===== config.mk =====
export PLATFORM = sky130hd
export DESIGN_NAME = seq_shift_reg_flat
export DESIGN_NICKNAME = d
export VERILOG_FILES = /design/src/rtl/shift_pkg.sv /design/src/rtl/seq_shift_reg_if.sv /design/src/rtl/shift_step.sv /design/src/rtl/seq_shift_reg.sv /design/src/flat_wrapper.sv
export SDC_FILE = /design/constraint.sdc
export NUM_CORES = 1
export LEC_CHECK = 0
export BUFFER_PORTS_ARGS = -buffer_cell sky130_fd_sc_hd__buf_2
export CAP_MARGIN = 20
export CORE_ASPECT_RATIO = 1.1
export CORE_MARGIN = 5
export CORE_UTILIZATION = 54
export DETAILED_ROUTE_END_ITERATION = 8
export HOLD_SLACK_MARGIN = 0.03
export MAX_ROUTING_LAYER = met4
export PLACE_DENSITY = 0.94
export SYNTH_ARGS = -nofsm -noshare
export SYNTH_HDL_FRONTEND = slang
export SYNTH_SLANG_ARGS = --single-unit

===== constraint.sdc =====
create_clock -name clk -period 2.39 [get_ports clk]
set_input_delay 0.478 -clock clk [delete_from_list [all_inputs] [get_ports clk]]
set_output_delay 0.478 -clock clk [all_outputs]
set_load 0.03 [all_outputs]

===== src/rtl/shift_pkg.sv =====
`default_nettype none
// ============================================================================
// Module      : shift_pkg
// Description : Shared definitions for the sequential shift register.
//               - shift_mode_e : operation select (SLL/SRL/SRA/ROL/ROR).
//               - state_e      : controller states (IDLE/SHIFT).
//               - mode_is_legal: rejects the reserved encodings 5..7.
// Revision    : 1.0 - initial release
// ============================================================================
package shift_pkg;

  localparam int MODE_W = 3;

  // Operation select. Encodings 5..7 are reserved and never latched.
  typedef enum logic [MODE_W-1:0] {
    SLL = 3'd0,
    SRL = 3'd1,
    SRA = 3'd2,
    ROL = 3'd3,
    ROR = 3'd4
  } shift_mode_e;

  typedef enum logic {
    IDLE  = 1'b0,
    SHIFT = 1'b1
  } state_e;

  // True for the five defined operations only.
  function automatic logic mode_is_legal(input logic [MODE_W-1:0] m);
    return (m <= MODE_W'(ROR));
  endfunction

endpackage : shift_pkg
`default_nettype wire


===== src/rtl/seq_shift_reg_if.sv =====
`default_nettype none
// ============================================================================
// Module      : seq_shift_reg_if
// Description : Command/status bundle of the sequential shift register.
//   Commands (master -> slave):
//     clear   - synchronous clear
//     load    - parallel load of Din
//     Din     - parallel data in, N bits
//     start   - request a multi-cycle shift
//     mode    - operation select (see shift_pkg::shift_mode_e)
//     amt     - number of single-position shifts, AW bits
//     shiftin - fill bit for SLL/SRL, sampled every shift cycle
//   Status (slave -> master):
//     Dout    - register contents
//     sout    - last bit shifted or rotated out
//     busy    - high while shifting
//     done    - one-cycle completion pulse
// Revision    : 1.0 - initial release
// ============================================================================
interface seq_shift_reg_if #(
  parameter int N  = 16,
  parameter int AW = $clog2(N)
);

  logic                        clear;
  logic                        load;
  logic [N-1:0]                Din;
  logic                        start;
  logic [shift_pkg::MODE_W-1:0] mode;
  logic [AW-1:0]               amt;
  logic                        shiftin;
  logic [N-1:0]                Dout;
  logic                        sout;
  logic                        busy;
  logic                        done;

  // Issues commands and observes status.
  modport master (
    output clear, load, Din, start, mode, amt, shiftin,
    input  Dout, sout, busy, done
  );

  // The shift register itself.
  modport slave (
    input  clear, load, Din, start, mode, amt, shiftin,
    output Dout, sout, busy, done
  );

endinterface : seq_shift_reg_if
`default_nettype wire


===== src/rtl/shift_step.sv =====
`default_nettype none
// ============================================================================
// Module      : shift_step
// Description : Purely combinational single-position shifter/rotator.
//   Ports:
//     data_i    - current register value, N bits
//     mode_i    - operation select
//     shiftin_i - fill bit used by SLL and SRL
//     data_o    - value after one shift/rotate step
//     out_o     - bit that left the register (the wrapped bit for rotates)
// Revision    : 1.0 - initial release
// ============================================================================
module shift_step
  import shift_pkg::*;
#(
  parameter int N = 16
) (
  input  logic [N-1:0] data_i,
  input  shift_mode_e  mode_i,
  input  logic         shiftin_i,
  output logic [N-1:0] data_o,
  output logic         out_o
);

  always_comb begin
    data_o = data_i;
    out_o  = 1'b0;
    case (mode_i)
      SLL: begin
        data_o = {data_i[N-2:0], shiftin_i};
        out_o  = data_i[N-1];
      end
      SRL: begin
        data_o = {shiftin_i, data_i[N-1:1]};
        out_o  = data_i[0];
      end
      SRA: begin
        // Sign bit is replicated into the vacated MSB.
        data_o = {data_i[N-1], data_i[N-1:1]};
        out_o  = data_i[0];
      end
      ROL: begin
        data_o = {data_i[N-2:0], data_i[N-1]};
        out_o  = data_i[N-1];
      end
      ROR: begin
        data_o = {data_i[0], data_i[N-1:1]};
        out_o  = data_i[0];
      end
      // Reserved encodings are never latched by the controller; hold.
      default: begin
        data_o = data_i;
        out_o  = 1'b0;
      end
    endcase
  end

endmodule : shift_step
`default_nettype wire


===== src/rtl/seq_shift_reg.sv =====
`default_nettype none
// ============================================================================
// Module      : seq_shift_reg
// Description : N-bit register that performs a multi-cycle shift/rotate, one
//               position per clock, on request. Per-edge priority is
//               clear > load > start > shift step > hold.
//   Ports:
//     clk   - single clock, rising edge
//     rst_n - asynchronous active-low reset
//     bus   - command/status bundle (seq_shift_reg_if.slave):
//             clear, load, Din, start, mode, amt, shiftin in;
//             Dout, sout, busy, done out
// Revision    : 1.0 - initial release
// ============================================================================
module seq_shift_reg
  import shift_pkg::*;
#(
  parameter int N  = 16,
  parameter int AW = $clog2(N)
) (
  input  logic            clk,
  input  logic            rst_n,
  seq_shift_reg_if.slave  bus
);

  state_e        state_q, state_d;
  logic [AW-1:0] count_q, count_d;
  shift_mode_e   mode_q,  mode_d;
  logic [N-1:0]  dout_q,  dout_d;
  logic          sout_q,  sout_d;
  logic          done_q,  done_d;

  logic [N-1:0]  step_data;
  logic          step_out;

  // One-position shifter driven by the latched mode, so input changes on
  // mode during an operation have no effect.
  shift_step #(
    .N (N)
  ) u_shift_step (
    .data_i    (dout_q),
    .mode_i    (mode_q),
    .shiftin_i (bus.shiftin),
    .data_o    (step_data),
    .out_o     (step_out)
  );

  // --------------------------------------------------------------------------
  // State register
  // --------------------------------------------------------------------------
  always_ff @(posedge clk or negedge rst_n) begin
    if (!rst_n) begin
      state_q <= IDLE;
      count_q <= '0;
      mode_q  <= SLL;
      dout_q  <= '0;
      sout_q  <= 1'b0;
      done_q  <= 1'b0;
    end else begin
      state_q <= state_d;
      count_q <= count_d;
      mode_q  <= mode_d;
      dout_q  <= dout_d;
      sout_q  <= sout_d;
      done_q  <= done_d;
    end
  end

  // --------------------------------------------------------------------------
  // Next-state logic
  // --------------------------------------------------------------------------
  always_comb begin
    state_d = state_q;
    count_d = count_q;
    mode_d  = mode_q;
    dout_d  = dout_q;
    sout_d  = sout_q;
    done_d  = 1'b0;     // done is a single-cycle pulse

    if (bus.clear) begin
      dout_d  = '0;
      sout_d  = 1'b0;
      count_d = '0;
      state_d = IDLE;
    end else if (bus.load) begin
      // Aborts any shift in progress; sout keeps its last value.
      dout_d  = bus.Din;
      count_d = '0;
      state_d = IDLE;
    end else begin
      case (state_q)
        IDLE: begin
          if (bus.start && mode_is_legal(bus.mode)) begin
            if (bus.amt == '0) begin
              // Zero-length operation completes immediately.
              done_d = 1'b1;
            end else begin
              mode_d  = shift_mode_e'(bus.mode);
              count_d = bus.amt;
              state_d = SHIFT;
            end
          end
        end
        SHIFT: begin
          // start is ignored here; one position per cycle.
          dout_d  = step_data;
          sout_d  = step_out;
          count_d = count_q - AW'(1);
          if (count_q == AW'(1)) begin
            state_d = IDLE;
            done_d  = 1'b1;
          end
        end
        default: begin
          state_d = IDLE;
        end
      endcase
    end
  end

  // --------------------------------------------------------------------------
  // Outputs
  // --------------------------------------------------------------------------
  assign bus.Dout = dout_q;
  assign bus.sout = sout_q;
  assign bus.busy = (state_q == SHIFT);
  assign bus.done = done_q;

endmodule : seq_shift_reg
`default_nettype wire


===== src/flat_wrapper.sv =====
// flat-port wrapper written by rule: the top's interface ports become plain ports
module seq_shift_reg_flat import shift_pkg::*;
#(
  parameter int N  = 16,
  parameter int AW = $clog2(N)
)
  (clk, rst_n, bus_clear, bus_load, bus_Din, bus_start, bus_mode, bus_amt, bus_shiftin, bus_Dout, bus_sout, bus_busy, bus_done);
  seq_shift_reg_if #(.N(N), .AW(AW)) bus_i ();
  input  logic clk;
  input  logic rst_n;
  input wire logic [$bits(bus_i.clear)-1:0] bus_clear;
  input wire logic [$bits(bus_i.load)-1:0] bus_load;
  input wire logic [$bits(bus_i.Din)-1:0] bus_Din;
  input wire logic [$bits(bus_i.start)-1:0] bus_start;
  input wire logic [$bits(bus_i.mode)-1:0] bus_mode;
  input wire logic [$bits(bus_i.amt)-1:0] bus_amt;
  input wire logic [$bits(bus_i.shiftin)-1:0] bus_shiftin;
  output wire logic [$bits(bus_i.Dout)-1:0] bus_Dout;
  output wire logic [$bits(bus_i.sout)-1:0] bus_sout;
  output wire logic [$bits(bus_i.busy)-1:0] bus_busy;
  output wire logic [$bits(bus_i.done)-1:0] bus_done;
  assign bus_i.clear = bus_clear;
  assign bus_i.load = bus_load;
  assign bus_i.Din = bus_Din;
  assign bus_i.start = bus_start;
  assign bus_i.mode = bus_mode;
  assign bus_i.amt = bus_amt;
  assign bus_i.shiftin = bus_shiftin;
  assign bus_Dout = bus_i.Dout;
  assign bus_sout = bus_i.sout;
  assign bus_busy = bus_i.busy;
  assign bus_done = bus_i.done;
  seq_shift_reg #(.N(N), .AW(AW)) u_core (.clk(clk), .rst_n(rst_n), .bus(bus_i));
endmodule

==> run metrics <==
antenna viol nets, final 0; Pwr Density approximately 670 mW/mm2; synthesis-stage register bit count 26; Worst VDD drop approximately 0.45 mV; Synth async-reset ratio 1.00; clk_lat worst skew 0.33 ns; RSZ-0062 raised after global routing no; WP data arrival ~1.3 ns; Synth area leader dfrtp_1; Clock Tree Root clkbuf_4; Post-synth EDFFs 0; post-cts sizing count 0; detailed placement HPWL roughly 2700 um; Initial Util 0.556; Logic pwr share 0.299; remaining global-route overflow 0; LEAKAGE roughly 0.84 nW; share of layout cells above drive strength 1 0.300; # H-tree levels 1; Antenna Cells 0; HP Class primary input to asynchronous set/reset pin; placed cell area roughly 0.0017 mm2; Final setup viols 0; hold_buf cts 0; Routed WL around 3900 um; Psw roughly 0.43 mW; Slew headroom 0.615; fin. max-slew vios 0; overall die area approximately 0.0040 mm2; via-per-instance ratio 6.17; top cells by instance count after synthesis 26 x dfrtp_1, 20 x nor2_1, 19 x o21ai_0; Netlist cell types 38; crit start category register; Sink Count 26; crit path kind register to output pin; fin worst setup slack 0.608 ns; delay-heaviest family, CP flip-flops; Worst Path Buf+Inv 1; reg-to-reg critical path endpoint u_core.bus.Dout[13]; reg2reg setup slack ~0.66 ns; Die W 60.5 um; Yosys top cell area share 0.429; largest net degree at the start of global routing 27; CTS Buf Count 3; Synth Flop Type dfrtp_1; # DRC 0; DR pass1 iterations 4; Netlist Area Pre-Place 0.00152 mm2; Die Y approximately 66 um; Final Total Pwr ~1.2 mW; Clk pwr share 0.252; Post-CTS Setup Repair Bufs 0; Top Ports 48; Worst Path Required 1.91 ns; Avg Inst Size Synth 9.24 um2; routability cong. ~0.92; 1st-iter DRT viols 138; vias in the first global route 1357; status finished clean; share of total power in sequential cells 0.449; crit path cell chain buf_2; CP max-delay cell dfrtp_1; Clock Path Buffers 2; syn nets just under 200; port bufs 47; Reg2Reg Depth 4; maximum clock rate approximately 560 MHz; initial antenna violation count 0; Total GRT Usage 0.203; minimum clock period between 1.5 and 2 ns; top post-synthesis cells by area dfrtp_1 43%, a22oi_1 7.4%, o21ai_0 6.3%, nor2_1 5.0%, o21ai_1 5.0%; most frequent cell after synthesis dfrtp_1; Place WS 0.470 ns; reg2reg start u_core.mode_q[0]; Post-Syn Instances around 160; CP peak stage delay 0.68 ns; max_cap viols 0; Setup Skew around 0.008 ns; Seq/Total Area, Yosys 0.429; Filler Cell Count about 230; clock slew at reported path FFs 0.15 ns; vias roughly 1.5k; # rows 20; Routed WL per cell between 15 and 20 um; Final Cycle Share 0.746; TritonCTS clock tree yes; Worst Path Max Fanout 16; area delta synth->final 19.4%; post-route cell area 0.00181 mm2; yosys warns 0; fin nets ~240; endpoint type of the worst setup path output pin; Sw Share 0.351; global-route wire length before repair 6080 um; slew at the pin closest to its max-slew limit 0.577 ns; final setup TNS 0 ns; Core Box Area about 0.0027 mm2; internal power 0.786 mW; Fin. Hold Viols 0
layout by cell type (no fill, tap or decap), types with 4 or more instances in the layout:
cell / synthesis / routed
a211oi_1: 4 / 4
a22oi_1: 15 / 15
o21ai_0: 19 / 19
nor2_1: 20 / 20
o21ai_1: 15 / 15
dfrtp_1: 26 / 26
buf_2: 7 / 47
nand2_1: 6 / 6
how the worst max path moves through the flow:
stage                                     end        startpoint  cells after the start
after global placement       u_core.mode_q[2]        bus_amt[2]                      5
after CTS                            bus_busy   u_core.bus.busy                      1
after floorplan              u_core.mode_q[0]        bus_amt[2]                      4
after global routing      u_core.bus.Dout[13]  u_core.mode_q[0]                      4
final                                bus_busy   u_core.bus.busy                      1
after detailed placement     u_core.mode_q[1]          bus_load                      4
power groups by stage:
stage	clock network, mW	registers [mW]	logic, mW
2_1_floorplan	0	0.551	0.263
3_3_place_gp	0	0.547	0.348
3_5_place_dp	0	0.551	0.357
4_1_cts	0.309	0.543	0.362
5_1_grt	0.327	0.552	0.401
6_report	0.305	0.544	0.362
layer usage:
layer  track usage  share of wire  vias to the layer above
li1              -              -                      696
met2         0.341           0.53                       56
met3        0.0334          0.070                        7
met5             -              0                        -
met1         0.244           0.39                      721
met4        0.0732          0.012                        0
flip-flops by register name, indices dropped and copies added (netlist names):
signal and count:
u_core.bus.busy 1, u_core.bus.sout 1, u_core.bus.Dout 16, u_core.count_q 4
u_core.bus.done 1, u_core.mode_q 3
logic make-up after synthesis:
family                   Yosys count  synth area share
adder cells (fa/ha/maj)            2            0.0165
buffers and inverters             14            0.0454
AND/OR/NAND/NOR                   49             0.173
flip-flops                        26             0.429
AO/OA/AOI/OAI                     63             0.262
XOR/XNOR                           3            0.0173
multiplexers                       7            0.0570
metrics by stage:
step           utilization  instances  hold slack [ns]
3_3_place_gp         0.641        235            0.499
4_1_cts              0.661        239            0.133
2_1_floorplan            -        164            0.182
6_report             0.663        240            0.120
3_5_place_dp         0.641        235            0.506
5_1_grt              0.663        240            0.153
cell type report:
type                       count  area (um2)  area share
clock inverter                 1        30.0      0.0166
sequential                    26         651       0.360
inverter                       3        11.3     0.00622
timing repair buffer          50         258       0.142
multi-input combinational    124         796       0.440
tap                           33        41.3      0.0228
clock buffer                   3        22.5      0.0124
No activity file was read; power rests on OpenSTA's default activity.
